## config.mk

```make
export PLATFORM = sky130hd
export DESIGN_NAME = ps2_host_tx
export DESIGN_NICKNAME = d
export VERILOG_FILES = /design/src/rtl/ps2_pkg.sv /design/src/rtl/ps2_sync_edge.sv /design/src/rtl/ps2_host_tx.sv
export SDC_FILE = /design/constraint.sdc
export NUM_CORES = 1
export LEC_CHECK = 0
export ABC_CLOCK_PERIOD_IN_PS = 3300
export CAP_MARGIN = 20
export CORE_UTILIZATION = 40
export CTS_CLUSTER_DIAMETER = 100
export CTS_CLUSTER_SIZE = 25
export DETAILED_ROUTE_END_ITERATION = 12
export GPL_ROUTABILITY_DRIVEN = 0
export PLACE_DENSITY = 0.67
export SLEW_MARGIN = 20
export SYNTH_ARGS = -nofsm -noshare
export SYNTH_HDL_FRONTEND = slang
export SYNTH_SLANG_ARGS = --single-unit
```

## constraint.sdc

```tcl
create_clock -name clk_i -period 3.3 [get_ports clk_i]
set_input_delay 0.66 -clock clk_i [delete_from_list [all_inputs] [get_ports clk_i]]
set_output_delay 0.66 -clock clk_i [all_outputs]
set_load 0.05 [all_outputs]
```

## src/rtl/ps2_pkg.sv

```systemverilog
// Shared types and constants for the PS/2 host transmit and receive paths.
package ps2_pkg;

   typedef enum logic [2:0] {
      StIdle,
      StInhibit,
      StStart,
      StSend,
      StWaitAck,
      StWaitIdle
   } ps2_state_e;

   localparam int unsigned PS2_DATA_BITS = 8;
   localparam int unsigned PS2_STOP_IDX  = 9;

   localparam logic [7:0] CMD_SET_LEDS = 8'hED;
   localparam logic [7:0] CMD_ENABLE   = 8'hF4;
   localparam logic [7:0] CMD_RESET    = 8'hFF;
   localparam logic [7:0] DEV_ACK      = 8'hFA;

   // PS/2 frames carry odd parity over the eight data bits.
   function automatic logic odd_parity(input logic [7:0] data);
      return ~^data;
   endfunction

endpackage

```

## src/rtl/ps2_sync_edge.sv

```systemverilog
// Two-flop synchronizer for the PS/2 clock and data lines plus a clock falling-edge strobe.
module ps2_sync_edge (
   input  logic clk_i,
   input  logic rst_i,
   input  logic ps2_clk_i,
   input  logic ps2_data_i,
   output logic clk_sync_o,
   output logic data_sync_o,
   output logic fall_o
);

   logic [1:0] clk_sync_q;
   logic [1:0] data_sync_q;
   logic       clk_prev_q;

   // Idle PS/2 lines float high, so the flops reset to 1 to avoid a false edge.
   always_ff @(posedge clk_i or posedge rst_i) begin
      if (rst_i) begin
         clk_sync_q  <= 2'b11;
         data_sync_q <= 2'b11;
         clk_prev_q  <= 1'b1;
      end else begin
         clk_sync_q  <= {clk_sync_q[0], ps2_clk_i};
         data_sync_q <= {data_sync_q[0], ps2_data_i};
         clk_prev_q  <= clk_sync_q[1];
      end
   end

   assign clk_sync_o  = clk_sync_q[1];
   assign data_sync_o = data_sync_q[1];
   assign fall_o      = clk_prev_q & ~clk_sync_q[1];

endmodule

```

## src/rtl/ps2_host_tx.sv

```systemverilog
// PS/2 host-to-device transmitter: inhibit, request-to-send, 8N1+odd-parity frame, ACK check.
module ps2_host_tx
   import ps2_pkg::*;
#(
   parameter int unsigned INHIBIT_CYCLES = 5000,
   parameter int unsigned TIMEOUT_CYCLES = 750000,
   parameter int unsigned CNT_W          = 20
) (
   input  logic       clk_i,
   input  logic       rst_i,
   input  logic [7:0] tx_data_i,
   input  logic       tx_valid_i,
   output logic       tx_ready_o,
   input  logic       ps2_clk_i,
   input  logic       ps2_data_i,
   output logic       ps2_clk_oe_o,
   output logic       ps2_data_oe_o,
   output logic       busy_o,
   output logic       done_o,
   output logic       ack_err_o,
   output logic       timeout_err_o
);

   localparam logic [CNT_W-1:0] InhibitLast = CNT_W'(INHIBIT_CYCLES - 1);
   localparam logic [CNT_W-1:0] TimeoutLast = CNT_W'(TIMEOUT_CYCLES - 1);

   logic clk_sync;
   logic data_sync;
   logic fall;

   ps2_sync_edge u_sync (
      .clk_i       (clk_i),
      .rst_i       (rst_i),
      .ps2_clk_i   (ps2_clk_i),
      .ps2_data_i  (ps2_data_i),
      .clk_sync_o  (clk_sync),
      .data_sync_o (data_sync),
      .fall_o      (fall)
   );

   ps2_state_e       state_q;
   logic [7:0]       shreg_q;
   logic             parity_q;
   logic [3:0]       idx_q;
   logic [CNT_W-1:0] cnt_q;
   logic             clk_oe_q;
   logic             data_oe_q;
   logic             tx_ready_q;
   logic             done_q;
   logic             ack_err_q;
   logic             timeout_err_q;

   always_ff @(posedge clk_i or posedge rst_i) begin
      if (rst_i) begin
         state_q       <= StIdle;
         shreg_q       <= '0;
         parity_q      <= 1'b0;
         idx_q         <= '0;
         cnt_q         <= '0;
         clk_oe_q      <= 1'b0;
         data_oe_q     <= 1'b0;
         tx_ready_q    <= 1'b1;
         done_q        <= 1'b0;
         ack_err_q     <= 1'b0;
         timeout_err_q <= 1'b0;
      end else begin
         done_q        <= 1'b0;
         ack_err_q     <= 1'b0;
         timeout_err_q <= 1'b0;
         unique case (state_q)
            StIdle: begin
               clk_oe_q  <= 1'b0;
               data_oe_q <= 1'b0;
               // tx_ready stays low for the pulse cycle right after a frame ends.
               if (tx_valid_i && tx_ready_q) begin
                  shreg_q    <= tx_data_i;
                  parity_q   <= odd_parity(tx_data_i);
                  cnt_q      <= '0;
                  clk_oe_q   <= 1'b1;
                  tx_ready_q <= 1'b0;
                  state_q    <= StInhibit;
               end else begin
                  tx_ready_q <= 1'b1;
               end
            end
            StInhibit: begin
               if (cnt_q == InhibitLast) begin
                  data_oe_q <= 1'b1;
                  state_q   <= StStart;
               end else begin
                  cnt_q <= cnt_q + CNT_W'(1);
               end
            end
            StStart: begin
               clk_oe_q <= 1'b0;
               cnt_q    <= '0;
               idx_q    <= '0;
               state_q  <= StSend;
            end
            StSend, StWaitAck: begin
               // Timeout takes priority over a coincident clock fall.
               if (cnt_q == TimeoutLast) begin
                  clk_oe_q      <= 1'b0;
                  data_oe_q     <= 1'b0;
                  timeout_err_q <= 1'b1;
                  state_q       <= StIdle;
               end else begin
                  cnt_q <= cnt_q + CNT_W'(1);
                  if (fall) begin
                     if (state_q == StSend) begin
                        if (idx_q < 4'(PS2_DATA_BITS)) begin
                           data_oe_q <= ~shreg_q[idx_q[2:0]];
                        end else if (idx_q == 4'(PS2_STOP_IDX)) begin
                           data_oe_q <= 1'b0;
                           state_q   <= StWaitAck;
                        end else begin
                           data_oe_q <= ~parity_q;
                        end
                        idx_q <= idx_q + 4'd1;
                     end else if (data_sync) begin
                        ack_err_q <= 1'b1;
                        state_q   <= StIdle;
                     end else begin
                        state_q <= StWaitIdle;
                     end
                  end
               end
            end
            StWaitIdle: begin
               if (clk_sync && data_sync) begin
                  done_q  <= 1'b1;
                  state_q <= StIdle;
               end
            end
            default: state_q <= StIdle;
         endcase
      end
   end

   assign tx_ready_o    = tx_ready_q;
   assign busy_o        = (state_q != StIdle);
   assign ps2_clk_oe_o  = clk_oe_q;
   assign ps2_data_oe_o = data_oe_q;
   assign done_o        = done_q;
   assign ack_err_o     = ack_err_q;
   assign timeout_err_o = timeout_err_q;

endmodule

```

==> impl_results.md, run 1 <==
* Status: complete, no violations
* Syn_area_per_cell at about 9.7 µm²
* Most used routing layer: met2
* F_max at 0.373 GHz
* Hpwl dp at between 4000 and 5000 µm
* RSZ-0062 raised after global routing: false
* Maxcap violations at 0
* Pin count of the biggest net entering global routing at 48
* DRC at 0
* Fill cell count at 614
* Kind of critical path: flip-flop to output port
* Slew Viols, Final at 0
* Final Hold Vio Count at 0
* HP Class: flip-flop to flip-flop
* Htree depth at 2
* Crit path launch type: flip-flop
* Port Buffers at 19
* Crit path DAT at 2.02 ns
* Setup-failing EPs final at 0
* Slew HR at between 40% and 50%
* Worst hold start: u_sync.data_sync_q[0]$_DFF_PP1_
* Drt via density at approximately 5.7
* P_leak at 1.24 nW
* CP Max Fanout at 17
* Post-CTS setup buffers at 0
* Hold WS at 0.360 ns
* Ys async rst share at 100%
* GR met3 Demand/Resource at 2.67%
* Post-Syn Area at between 0.002 and 0.003 mm²
* Register Area at 0.00118 mm²
* Share of the synthesized area in the top cell type at 38.6%
* CTS root buffer: clkbuf_8
* Post-synth top area cell: dfrtp_1
* Starting density of the core at 41.6%
* Die ar. at 0.00697 mm²
* Global route overflow at 0
* Final Cycle Share at 81.3%
* Die width at 83.5 µm
* Die Y at 83.5 µm
* Met2 GRT Util at a little over a quarter
* ANT nets after route at 0
* Min Tclk post-route at 2.68 ns
* Maximum VDD drop at 284 µV
* Vias in the first global route at 2,040
* Core area at 0.00639 mm²
* Least-Margin Pin Slew at between 0.8 and 0.9 ns
* Post-synth EDFFs at 0
* Most frequent cells in the layout: dfrtp_1, nor2_1, nand2_1
* CTS max path bufs at 2
* Final nets at roughly 310
* Pwr/cell area at 745 mW/mm²
* Met1 Track Usage GR at 25.3%
* Pre-Repair DR Iteration Count at 4
* YS warnings at 0
* Share of cells above drive strength 1 at a little over an eighth
* CTS tree: built
* Multi-input gate area at 0.00139 mm²
* Hold-fix buffers, CTS at 0
* Via Count at 2,114
* Netlist cell types at 55
* Critical Path Start: state_q[0]$_DFFE_PP0P_
* Row cnt at 29
* Commonest non-fill, non-tap cell in the layout: dfrtp_1
* Ant diodes at 0
* DRT Wirelength at between 5000 and 6000 µm
* Critical Path RT at around 2.6 ns
* Global-route wire length before repair at 9920 µm
* Most used DFF post-synth: dfrtp_1
* IO Pins at 20
* Mapped Cells at approximately 270
* Setup TNS at 0 ns
* CTS buffer count at 5
* DRT iter0 DRCs at around 170
* Syn Nets at 290
* Crit path capture type: output port
* Antenna violations before repair at 0
* Main area contributors after synthesis: dfrtp_1, dfstp_2, xnor2_1
* Clk slew on worst S/H paths at 0.10 ns
* Area growth from synthesis to layout at 14.1%
* Clock sink count at 47
* Post_cts resized at 0
* Worst skew pair latency at 0.31 ns
* Yosys reg bits at 47
* Worst r2r src: cnt_q[0]$_DFFE_PP0P_
* Final Skew at around 0.0078 ns
* Sequential fraction of the synthesis area at 44.6%
* All-Layer GR Usage at roughly 18%
* DR WL/cell at roughly 16 µm
==> worst max-delay path, cell delays in order (launching register included) <==
cell	delay, ns
dfrtp_1	0.57
nor3_1	0.36
inv_1	0.07
clkdlybuf4s50_1	0.71
==> through the flow <==
stage               util (%)  power [mW]  cell area, µm²  cells  worst slack [ns]
finish                  47.4        2.26            3030    369             0.617
global route            47.4        2.42            3030    369             0.448
CTS                     47.4        2.27            3030    369             0.616
detailed placement      45.6        1.82            2910    361             0.537
global placement        45.6        1.80            2910    361             0.590
floorplan                  -        1.60            2660    274              1.01
==> sequential cells by signal (all words and copies together) (netlist names) <==
register            count
tx_ready_o              1
timeout_err_o           1
ps2_clk_oe_o            1
ps2_data_oe_o           1
u_sync.data_sync_q      2
cnt_q                  20
state_q                 3
ack_err_o               1
u_sync.clk_prev_q       1
shreg_q                 8
u_sync.clk_sync_q       2
idx_q                   4
parity_q                1
done_o                  1
==> where the power goes <==
group / switching, mW / leakage [nW] / total, mW / internal, mW
Sequential: 0.261 / 0.590 / 1.03 / 0.765
Combinational: 0.418 / 0.588 / 0.789 / 0.371
Clock: 0.214 / 0.0587 / 0.443 / 0.230
==> cell usage after synthesis, drive strengths merged, types with 3 or more instances <==
master  count
a21oi      13
dfrtp      41
dfstp       6
mux2       11
or3         3
inv         8
buf         4
a31oi       4
nor3        6
o21ai      10
nor4        4
or4         6
nand2b      6
a211oi      7
nand4       7
nor2       30
nand2      28
ha          3
o31ai       3
clkbuf      8
nand3      12
mux2i       6
xnor2      13
==> per-layer routing <==
| metal | up-vias | share of wire [%] |
|---|---|---|
| li1 | 1041 | - |
| met1 | 1014 | 50 |
| met2 | 53 | 45 |
| met3 | 6 | 4.1 |
| met4 | 0 | 1.4 |
| met5 | - | 0 |
==> logic make-up (layout without fill, tap and decap cells) <==
| logic type | Yosys count | after routing | synth area share, % |
|---|---|---|---|
| XOR/XNOR | 13 | 13 | 4.29 |
| AO/OA/AOI/OAI | 57 | 57 | 15.7 |
| AND/OR/NAND/NOR | 115 | 115 | 22.3 |
| flip-flops | 47 | 47 | 44.6 |
| buffers and inverters | 20 | 38 | 3.11 |
| multiplexers | 19 | 19 | 8.62 |
| adder cells (fa/ha/maj) | 3 | 3 | 1.41 |
==> worst paths after layout <==
check | depth (start not counted) | endpoint | slack, ns
setup / recovery | 3 | busy_o | 0.62
hold / removal | 0 | u_sync.data_sync_q[1]$_DFF_PP1_ | 0.36
setup reg to reg | 7 | cnt_q[17]$_DFFE_PP0P_ | 0.76
hold reg to reg | 0 | u_sync.data_sync_q[1]$_DFF_PP1_ | 0.36
max in group asynchronous | 2 | cnt_q[8]$_DFFE_PP0P_ | 2.03
min in group asynchronous | 2 | idx_q[0]$_DFFE_PP0P_ | 0.79
==> area by class of cell <==
cell class / instances / area share, %
Multi-Input combinational cell: 207 / 45.8
Sequential cell: 47 / 39.1
Timing Repair Buffer: 22 / 7.02
Tap cell: 77 / 3.18
Clock buffer: 5 / 2.27
Clock inverter: 3 / 1.57
Inverter: 8 / 1.03
No activity file was read; power rests on OpenSTA's default activity.
==> run 2, diff against run 1 <==
--- a/config.mk
+++ b/config.mk
@@ -5,7 +5,7 @@
 export SDC_FILE = /design/constraint.sdc
 export NUM_CORES = 1
 export LEC_CHECK = 0
-export ABC_CLOCK_PERIOD_IN_PS = 3300
+export ABC_CLOCK_PERIOD_IN_PS = 2500
 export CAP_MARGIN = 20
 export CORE_UTILIZATION = 40
 export CTS_CLUSTER_DIAMETER = 100
==> constraint.sdc (replaced) <==
create_clock -name clk_i -period 2.5 [get_ports clk_i]
set_input_delay 0.5 -clock clk_i [delete_from_list [all_inputs] [get_ports clk_i]]
set_output_delay 0.5 -clock clk_i [all_outputs]
set_load 0.05 [all_outputs]
==> run 2 against run 1 <==
Global-route usage up 1.3 points. Design area rose by 4.3%. Sequential cell count unchanged. Register-to-register slack got worse by 0.57 ns. Clock skew grew 0.0014 ns. Hold slack hardly changed.
==> impl_results.md, run 2 (synthesis results as in run 1) <==
* Die ar. at 0.00697 mm²
* DRT iter0 DRCs at 168
* DRT Wirelength at 6160 µm
* CP Cell Sequence: ha_1 -> nand4_1 -> or3_1 -> a211oi_4 -> buf_4 -> a21oi_2 -> mux2_1
* IO Pins at 20
* Antenna violations before repair at 0
* Crit path capture type: flip-flop
* Vias in the first global route at 2,163
* P_leak at 1.32 nW
* Critical Path RT at 2.70 ns
* Clk slew on worst S/H paths at 0.10 ns
* Cell family with most CP delay: simple AND/OR/NAND/NOR gates
* Clk pwr share at 16.4%
* RSZ-0062 raised after global routing: false
* Pre-Repair DR Iteration Count at 4
* Share of cells above drive strength 1 at approximately a fifth
* Max reg flops at 20
* Die Y at 83.5 µm
* Clock sink count at 47
* HP Class: flip-flop to flip-flop
* Commonest non-fill, non-tap cell in the layout: dfrtp_1
* CTS buffer count at 5
* Status: complete, no violations
* Largest Register: cnt_q
* Final Hold Vio Count at 0
* Worst path bufs/invs at 1
* ANT nets after route at 0
* CTS root buffer: clkbuf_8
* Least-Margin Pin Slew at 0.534 ns
* Port Buffers at 19
* Maximum VDD drop at between 300 and 400 µV
* Worst skew pair latency at 0.31 ns
* Slew HR at 64.4%
* Power share of the combinational group at 39.7%
* Pwr/cell area at between 900 and 1000 mW/mm²
* All-Layer GR Usage at 18.9%
* Ant diodes at 0
* Htree depth at 2
* Hold-fix buffers, CTS at 0
* Most frequent cells in the layout: dfrtp_1, nor2_1, nand2_1
* Global-route wire length before repair at 10,600 µm
* Final nets at around 330
* CP peak stage delay at 0.46 ns
* Hpwl dp at 4480 µm
* Slew Viols, Final at 0
* DR WL/cell at 15.8 µm
* Crit path DAT at about 2.5 ns
* Min Tclk post-route at 2.31 ns
* Setup TNS at 0 ns
* Core Util, Final at just under 50%
* Final Cycle Share at 92.2%
* CTS max path bufs at 2
* Global route overflow at 0
* Placed cells at between 300 and 400
* CP Max Fanout at 9
* Switch share at 40.7%
* Via Count at 2,282
* Non-Filler Instances at 389
* Die width at between 80 and 90 µm
* Final Skew at 0.00912 ns
* Kind of critical path: flip-flop to flip-flop
* Drt via density at 5.87
* Setup-failing EPs final at 0
* Pin count of the biggest net entering global routing at 26
* Area growth from synthesis to layout at 19.0%
* Starting density of the core at between 40% and 50%
* Maxcap violations at 0
* F_max at approximately 0.43 GHz
* Core area at 0.00639 mm²
* Internal Power at 1.79 mW
* CTS tree: built
* Row cnt at 29
* DRC at 0
* Sequential share of power at 43.9%
* Crit path launch type: flip-flop
* Total chip power at between 3 and 4 mW
* Slowest-stage cell, CP: or3_1
* Largest regs: cnt_q x20, shreg_q x8, idx_q x4
* Sw power at around 1.2 mW
* Fill cell count at approximately 570
## run 2: per-stage QoR
step | cell area, µm² | worst slack, ns | hold slack [ns]
after global routing | 3160 | 0.0823 | 0.368
after CTS | 3150 | 0.124 | 0.362
after detailed placement | 3060 | 0.00746 | 0.347
after floorplan | 2660 | 0.214 | 0.345
after global placement | 3060 | 0.0275 | 0.346
final | 3160 | 0.195 | 0.361
## run 2: repair_timing
action	in CTS	in global routing
buffers inserted	0	0
resized for setup	1	1
endpoints found under the setup margin	1	14
## run 2: path summary, 6_finish.rpt
| check | from | end | slack [ns] | depth (start not counted) |
|---|---|---|---|---|
| max | cnt_q[0]$_DFFE_PP0P_ | cnt_q[0]$_DFFE_PP0P_ | 0.19 | 7 |
| max in group asynchronous | rst_i | u_sync.data_sync_q[0]$_DFF_PP1_ | 1.33 | 3 |
| max reg2reg | cnt_q[0]$_DFFE_PP0P_ | cnt_q[0]$_DFFE_PP0P_ | 0.19 | 7 |
| min | u_sync.clk_sync_q[0]$_DFF_PP1_ | u_sync.clk_sync_q[1]$_DFF_PP1_ | 0.36 | 0 |
| min in group asynchronous | rst_i | idx_q[1]$_DFFE_PP0P_ | 0.53 | 2 |
| min reg2reg | u_sync.clk_sync_q[0]$_DFF_PP1_ | u_sync.clk_sync_q[1]$_DFF_PP1_ | 0.36 | 0 |
## run 2: per-layer routing
layer	GRT usage, %	wire, µm	up-vias
li1	-	-	1082
met1	27.2	2930	1121
met2	28.8	2850	69
met3	2.67	246	10
met4	7.24	133	0
met5	0	0	-
## run 2: worst reg2reg max path, stage by stage (launching register included)
cell and delay, ns:
dfrtp_1 0.42, ha_1 0.19, nand4_1 0.13, or3_1 0.46, a211oi_4 0.34, buf_4 0.18
a21oi_2 0.13, mux2_1 0.35
## run 2: area by class of cell
| class | count | area, µm² | share of cell area (%) |
|---|---|---|---|
| Multi-Input combinational cell | 207 | 1400 | 44.1 |
| Sequential cell | 47 | 1180 | 37.5 |
| Timing Repair Buffer | 42 | 362 | 11.4 |
| Tap cell | 77 | 96.3 | 3.05 |
| Clock buffer | 5 | 68.8 | 2.18 |
| Inverter | 8 | 30.0 | 0.950 |
| Clock inverter | 3 | 25.0 | 0.792 |
## run 2: power groups by stage
stage	clock network, mW	registers [mW]	logic, mW
after detailed placement	0	1.32	1.18
after floorplan	0	1.30	0.810
after CTS	0.504	1.32	1.19
after global routing	0.532	1.36	1.32
after global placement	0	1.32	1.16
final	0.493	1.32	1.20
